## config.mk

```make
export PLATFORM = sky130hd
export DESIGN_NAME = mux4to1_rr_arb
export DESIGN_NICKNAME = d
export VERILOG_FILES = /design/src/rtl/mux4to1_rr_arb.sv
export SDC_FILE = /design/constraint.sdc
export NUM_CORES = 1
export LEC_CHECK = 0
export BUFFER_PORTS_ARGS = -buffer_cell sky130_fd_sc_hd__buf_2
export CORE_MARGIN = 2
export CORE_UTILIZATION = 52
export DETAILED_ROUTE_END_ITERATION = 10
export GPL_ROUTABILITY_DRIVEN = 0
export PLACE_DENSITY = 0.86
export SYNTH_ARGS = -nofsm -noshare
export SYNTH_HDL_FRONTEND = slang
export SYNTH_SLANG_ARGS = --single-unit
export TNS_END_PERCENT = 30
```

## constraint.sdc

```tcl
create_clock -name clk -period 2.6 [get_ports clk]
set_input_delay 0.26 -clock clk [delete_from_list [all_inputs] [get_ports clk]]
set_output_delay 0.26 -clock clk [all_outputs]
set_load 0.05 [all_outputs]
```

## src/rtl/mux4to1_rr_arb.sv

```systemverilog
// mux4to1_rr_arb: 4-way round-robin arbiter with a bounded hold time,
// steering the granted requester's data bit through a registered 4:1 mux.
// A requester that keeps asserting req keeps the grant until it has held
// it for MAX_HOLD cycles while someone else waits. A sole requester keeps
// the grant indefinitely.

module mux4to1_rr_arb #(
   parameter int unsigned MAX_HOLD = 4
) (
   input  logic       clk,
   input  logic       rst_n,
   input  logic [3:0] req,
   input  logic [3:0] in,
   output logic [3:0] gnt,
   output logic [1:0] sel,
   output logic       valid,
   output logic       out
);

   // Wide enough to hold the values 0..MAX_HOLD
   localparam int unsigned HCW = (MAX_HOLD < 1) ? 1 : $clog2(MAX_HOLD + 1);
   localparam logic [HCW-1:0] HOLD_MAX = HCW'(MAX_HOLD);
   localparam logic [HCW-1:0] HOLD_ONE = HCW'(1);

   typedef enum logic {
      IDLE  = 1'b0,
      GRANT = 1'b1
   } state_e;

   state_e           state_q, state_d;
   logic [1:0]       ptr_q, ptr_d;
   logic [HCW-1:0]   hold_cnt_q, hold_cnt_d;
   logic [3:0]       gnt_q, gnt_d;
   logic [1:0]       sel_q, sel_d;
   logic             valid_q, valid_d;
   logic             out_q, out_d;

   logic [1:0]       pick;
   logic             pick_any;
   logic [1:0]       scan_idx;
   logic [3:0]       sel_onehot;
   logic             others_pend;
   logic             cur_req;
   logic             take_pick;

   // Round-robin search: first requester at or after ptr, wrapping mod 4
   always_comb begin
      pick     = '0;
      pick_any = 1'b0;
      scan_idx = '0;
      for (int unsigned i = 0; i < 4; i++) begin
         scan_idx = ptr_q + 2'(i);
         if (!pick_any && req[scan_idx]) begin
            pick     = scan_idx;
            pick_any = 1'b1;
         end
      end
   end

   // Status of the current owner and of everyone else
   always_comb begin
      sel_onehot  = 4'b0001 << sel_q;
      cur_req     = req[sel_q];
      others_pend = |(req & ~sel_onehot);
   end

   // Next-state, grant and registered mux datapath
   always_comb begin
      state_d    = state_q;
      ptr_d      = ptr_q;
      hold_cnt_d = hold_cnt_q;
      gnt_d      = gnt_q;
      sel_d      = sel_q;
      take_pick  = 1'b0;

      // Output stage lags the grant by one edge and samples in at that edge
      valid_d = (state_q == GRANT);
      out_d   = (state_q == GRANT) ? in[sel_q] : 1'b0;

      unique case (state_q)
         IDLE: begin
            if (pick_any) begin
               take_pick = 1'b1;
            end else begin
               gnt_d = '0;
            end
         end
         GRANT: begin
            if (!cur_req) begin
               // Owner released: hand over directly, or go idle if nobody waits
               if (pick_any) begin
                  take_pick = 1'b1;
               end else begin
                  state_d    = IDLE;
                  gnt_d      = '0;
                  hold_cnt_d = '0;
               end
            end else if ((hold_cnt_q == HOLD_MAX) && others_pend) begin
               // ptr already points past the owner, so the pick is another requester
               take_pick = 1'b1;
            end else if (hold_cnt_q != HOLD_MAX) begin
               hold_cnt_d = hold_cnt_q + HOLD_ONE;
            end
         end
      endcase

      if (take_pick) begin
         state_d    = GRANT;
         gnt_d      = 4'b0001 << pick;
         sel_d      = pick;
         hold_cnt_d = HOLD_ONE;
         ptr_d      = pick + 2'd1;
      end
   end

   // State and output registers, asynchronously cleared
   always_ff @(posedge clk or negedge rst_n) begin
      if (!rst_n) begin
         state_q    <= IDLE;
         ptr_q      <= '0;
         hold_cnt_q <= '0;
         gnt_q      <= '0;
         sel_q      <= '0;
         valid_q    <= 1'b0;
         out_q      <= 1'b0;
      end else begin
         state_q    <= state_d;
         ptr_q      <= ptr_d;
         hold_cnt_q <= hold_cnt_d;
         gnt_q      <= gnt_d;
         sel_q      <= sel_d;
         valid_q    <= valid_d;
         out_q      <= out_d;
      end
   end

   assign gnt   = gnt_q;
   assign sel   = sel_q;
   assign valid = valid_q;
   assign out   = out_q;

   a_gnt_onehot0: assert property (@(posedge clk) disable iff (!rst_n)
      $onehot0(gnt_q));

   a_sel_matches_gnt: assert property (@(posedge clk) disable iff (!rst_n)
      (gnt_q != '0) |-> gnt_q[sel_q]);

endmodule

```

; ---- Word-level counts from Yosys, hierarchy flattened
; Cells that the tools add are included.
[op_classes]
n_shift = 2
div = 0
bitwise = 3
eq_ne = 6
n_mul = 0
n_lt_le_gt_ge = 5
reduce_logical = 10
n_mux = 38
addsub = 5
[ops]
columns = op, n
row1 = two-way mux 3 bit, 6
row2 = two-way mux 1 bit, 17
row3 = "less-than comparator 2 x 3 -> 1 bit, second input constant", 5
row4 = binary-select mux 1 bit (select 2 bit), 6
row5 = two-way mux 4 bit, 3
row6 = two-way mux 2 bit, 4
row7 = case mux 4 bit (2 select lines), 1
row8 = "left shift 1 x 2 -> 4 bit, first input constant", 2
row9 = "!= test 3 x 1 -> 1 bit, second input constant", 2
row10 = "!= test 3 bit, second input constant", 2
row11 = "adder 2 x 1 -> 2 bit, second input constant", 2
row12 = "adder 2 bit, second input constant", 2
row13 = bitwise AND 4 bit, 1
row14 = logical AND 1 bit, 4
row15 = inverter 4 bit, 1
row16 = AND reduction 4 bit, 1
row17 = OR reduction 4 bit, 1
row18 = "adder 3 x 1 -> 3 bit, second input constant", 1
row19 = "== test 3 bit, second input constant", 1
row20 = logical NOT 1 bit, 3
row21 = "!= test 3 x 2 -> 1 bit, second input constant", 1
row22 = case mux 1 bit (2 select lines), 1
row23 = nonzero test 2 bit, 1
row24 = inverter 1 bit, 1
[word_totals]
output_inout_bits = 8
inputBits = 10
n_memories = 0
latch_bits = 0
rom_bits = 0
ramBits = 0
regBits = 14
word_cells = 76

; ---- Depth between registers and ports, before layout
[logic_depth]
word_depth = 17
ltp_mapped = 6
ltp_nobuf = 6

; ---- Least setup slack after synthesis
; Ideal clock, no wire load.
[synth_path]
kind = reg2reg
start = reg sel_q[1] (netlist: sel[1])
end = reg ptr_q[0]
slack_ns = 0.393
t_required_ns = 2.475
arrival_time_ns = 2.083
path_buffers = 0
setup_ns = 0.125
path_stages_with_launch = 5
period_less_slack_ns = 2.207
path_cell_list = dfrtp_1 > mux2i_1 > o22a_1 > o41ai_4 > mux2_2
[synth_via]
elab_chain_len = 8
word_cells_on_any_way = 10
classes_between = 1 x shift / 5 x mux / 2 x bitwise / 2 x reduce/logical
[synth_lines]
columns = item, line
row1 = from (decl), 34  ; logic [1:0] sel_q, sel_d;
row2 = from (signal assigned), 131  ; sel_q <= sel_d;
row3 = left shift 1 x 2 -> 4 bit, 62  ; sel_onehot = 4'b0001 << sel_q;
row4 = inverter 4 bit, 64  ; others_pend = |(req & ~sel_onehot);
row5 = bitwise AND 4 bit, 64
row6 = OR reduction 4 bit, 64
row7 = logical AND 1 bit, 98  ; end else if ((hold_cnt_q == HOLD_MAX) && others_pend) begin
row8 = two-way mux 1 bit, 98
row9 = two-way mux 1 bit *, 89  ; if (!cur_req) begin
row10 = case mux 1 bit (2 select lines) *, 80  ; unique case (state_q)
row11 = to (signal assigned), 128  ; ptr_q <= ptr_d;
row12 = to (decl), 31  ; logic [1:0] ptr_q, ptr_d;
; Every way passes the cells marked *; elsewhere a longest branch is shown, timed or not. The select of a mux whose other input is x is not followed.
; A chain may end at the register's enable or synchronous reset.

; ---- Worst setup path after layout
[layout_path]
start = reg sel_q[1] (netlist: sel[1])
end = reg sel_q[1] (netlist: sel[1])
[layout_via]
elab_chain_len = 8
word_cells_on_any_way = 10
classes_between = 1 x shift / 5 x mux / 2 x bitwise / 2 x reduce/logical
[layout_lines]
columns = item, line
row1 = left shift 1 x 2 -> 4 bit, 62
row2 = inverter 4 bit, 64
row3 = bitwise AND 4 bit, 64
row4 = OR reduction 4 bit, 64
row5 = logical AND 1 bit, 98
row6 = two-way mux 1 bit, 98
row7 = two-way mux 1 bit *, 89
row8 = case mux 1 bit (2 select lines) *, 80
; Marks and branches as above.

==> impl_metrics.yaml <==
clock_network:
  cts_tree: "yes"
  clock-sinks: 14
  cts.clk_slew.worst_paths_ns: 0.08
  htree_levels: 1
  cts_setup_buffers: 0
  cts_made_buffers: 3
  clk_latency_ns: 0.27
  clockBufferDepth: 2
  cts_root_buf: "clkbuf_4"
  cts_resized: 0
pwr:
  net-switching-power_w: 0.000571
  pwr-share-seq_pct: 32.8
  power_density_nw_per_um2: 1200
  switching_share_pct: 47.5
  clkPwrFrac_pct: 10.0
  internal-power_w: 0.000631
  ir_drop_mv: 0.835
  power_frac_comb_pct: 57.1
  p_leak_nw: 0.482
drt:
  ant_nets: 0
  drc_errors: 0
  drt-pass1-iter-count: 2
  vias: 695
  drt_iter0_markers: 11
  via_per_inst: 5.94
  routed_wl_um: 1770
  wl_per_cell_um: 15.1
worst_setup_path:
  path_class: "flop to flop"
  crit_path_end_kind: "flop"
  critical_path_required_ns: 2.77
  arrival_ns: 2.23
  worst_setup_path_start_kind: "flop"
  crit_fanout: 8
  slowest_stage: "o41ai_4"
  rrSetupSlack_ns: 0.54
  critical_path.max_stage_delay_ns: 0.60
  crit_chain: "mux2i_1 > o22a_1 > o41ai_4 > mux2_2"
synth:
  synthFlopType: "dfrtp_1"
  async_flop_share_pct: 100
  yosysSeqAreaShare_pct: 40.1
  netlist_area_um2: 875
  yosys_warnings: 0
  netlist_instances: 82
  syn_nets: 98
  synth_area_per_cell_um2: 10.7
  ys_ff_latch: 14
  synth_edf_count: 0
  ys_types: 34
placement:
  numPortBuffers: 17
  place_area_um2: 971
  dp_hpwl_um: 1350
layout:
  nets: 119
  synthToLayoutAreaGrowth_pct: 14.7
  drive_gt1_share_pct: 25.7
  design_area_um2: 1000
  final_common_cell: "buf_2"
  n_antenna_cell: 0
  layout_common_cells: "17 x buf_2, 14 x dfrtp_1, 8 x nand2_1"
timing:
  skew_ns: 0.00471
  finalCritPeriodShare_pct: 79.3
  rsz0062_at_grt: "no"
  slew_headroom_pct: 63.1
  setup_viol_count_final: 0
  min_period_ns: 2.06
  fmax_ghz: 0.485
  slew_violations: 0
  final-hold-violation-count: 0
  worst_slew_pin_slew_ns: 0.552
  tns_ns: 0
run_status:
  status: "finished, final reports clean"
floorplan:
  die_y_um: 45.0
  dieArea_um2: 2030
  start_util_pct: 56.7
  chipWidth_um: 45.0
  ios: 18
  coreArea_um2: 1540
  row_count: 14
global_routing:
  grt_pass1_vias: 680
  grt_use_met2_pct: 38.9
  use_met1_pct: 21.5
  met3_usage_pct: 2.40
  grtUsageTotal_pct: 20.2
  grt_pass1_wl_um: 2960
  busiest_layer: "met2"
  grt.overflow.total: 0
  antenna_found_initial: 0
  grt_max_degree: 15
worst_hold_path:
  timing.hold.worst.class: "input pin to flop"
job:
  drv_cap: 0
==> routing by layer <==
metal / part of all wire (%) / wire, um
met2: 54 / 960
met3: 2.3 / 40
met4: 0.45 / 8
met1: 43 / 763
met5: 0 / 0
==> critical path: cells and delay by family (launching register included) <==
family | cells | cell delay [ns]
compound gates | 2 | 0.87
flops | 1 | 0.47
mux | 2 | 0.60
==> per-stage QoR <==
| step | worst slack [ns] | util, % | total power (W) | instances | hold slack (ns) |
|---|---|---|---|---|---|
| after floorplan | 0.393 | - | 0.000934 | 82 | -0.0356 |
| after global placement | 0.625 | 63.0 | 0.00105 | 113 | 0.167 |
| after detailed placement | 0.557 | 63.0 | 0.00108 | 113 | 0.171 |
| after CTS | 0.537 | 65.1 | 0.00121 | 117 | 0.372 |
| after global routing | 0.467 | 65.1 | 0.00128 | 117 | 0.399 |
| final | 0.537 | 65.1 | 0.00120 | 117 | 0.378 |
==> power groups by stage <==
stage	sequential, W	clock [W]	combinational, W
after floorplan	0.000527	0	0.000407
after global placement	0.000387	0	0.000660
after detailed placement	0.000397	0	0.000686
after CTS	0.000395	0.000125	0.000691
after global routing	0.000409	0.000136	0.000739
final	0.000394	0.000121	0.000686
==> area by class of cell <==
cell class / instances / area (um2)
inverter: 5 / 18.8
sequential: 14 / 350
clock buffer: 3 / 22.5
timing repair buffer: 18 / 95.1
fill: 130 / 538
multi-input combinational: 61 / 497
tap: 16 / 20.0
==> what timing repair did <==
| action | CTS | global route |
|---|---|---|
| hold endpoints to repair | 14 | 0 |
| hold buffers | 1 | 0 |
| setup endpoints to repair | 0 | 0 |
==> cells by family after synthesis <==
| logic type | count (synthesis) | share of synthesized area [%] |
|---|---|---|
| compound gates | 21 | 21.3 |
| flops | 14 | 40.1 |
| mux | 9 | 12.7 |
| fa+ha+maj | 6 | 8.58 |
| buf+inv | 7 | 3.15 |
| simple gates | 25 | 14.2 |
==> state kept, by name (all words and copies together) (netlist names) <==
name and cells:
hold_cnt_q 3, out 1, valid 1, sel 2, gnt 4, ptr_q 2
state_q 1
==> synthesized netlist by cell type, drive strengths merged, types with 2 or more instances <==
cell,count,area share [%]
a22o,4,4.0
dfrtp,14,40
ha,6,8.6
inv,5,2.1
mux2,4,5.1
mux2i,4,4.6
nand2,8,3.4
nand2b,4,2.9
nor2,6,2.6
nor2b,2,1.4
o21ai,2,1.1
==> final timing paths <==
| kind | cells after the start | endpoint | from |
|---|---|---|---|
| max | 4 | sel[1] | sel[1] |
| min | 2 | state_q | req[0] |
| max reg2reg | 4 | sel[1] | sel[1] |
| min reg2reg | 0 | valid | state_q |
| max in group asynchronous | 2 | gnt[3] | rst_n |
| min in group asynchronous | 2 | hold_cnt_q[1] | rst_n |
Note: power is estimated with default switching activity, not from simulation.
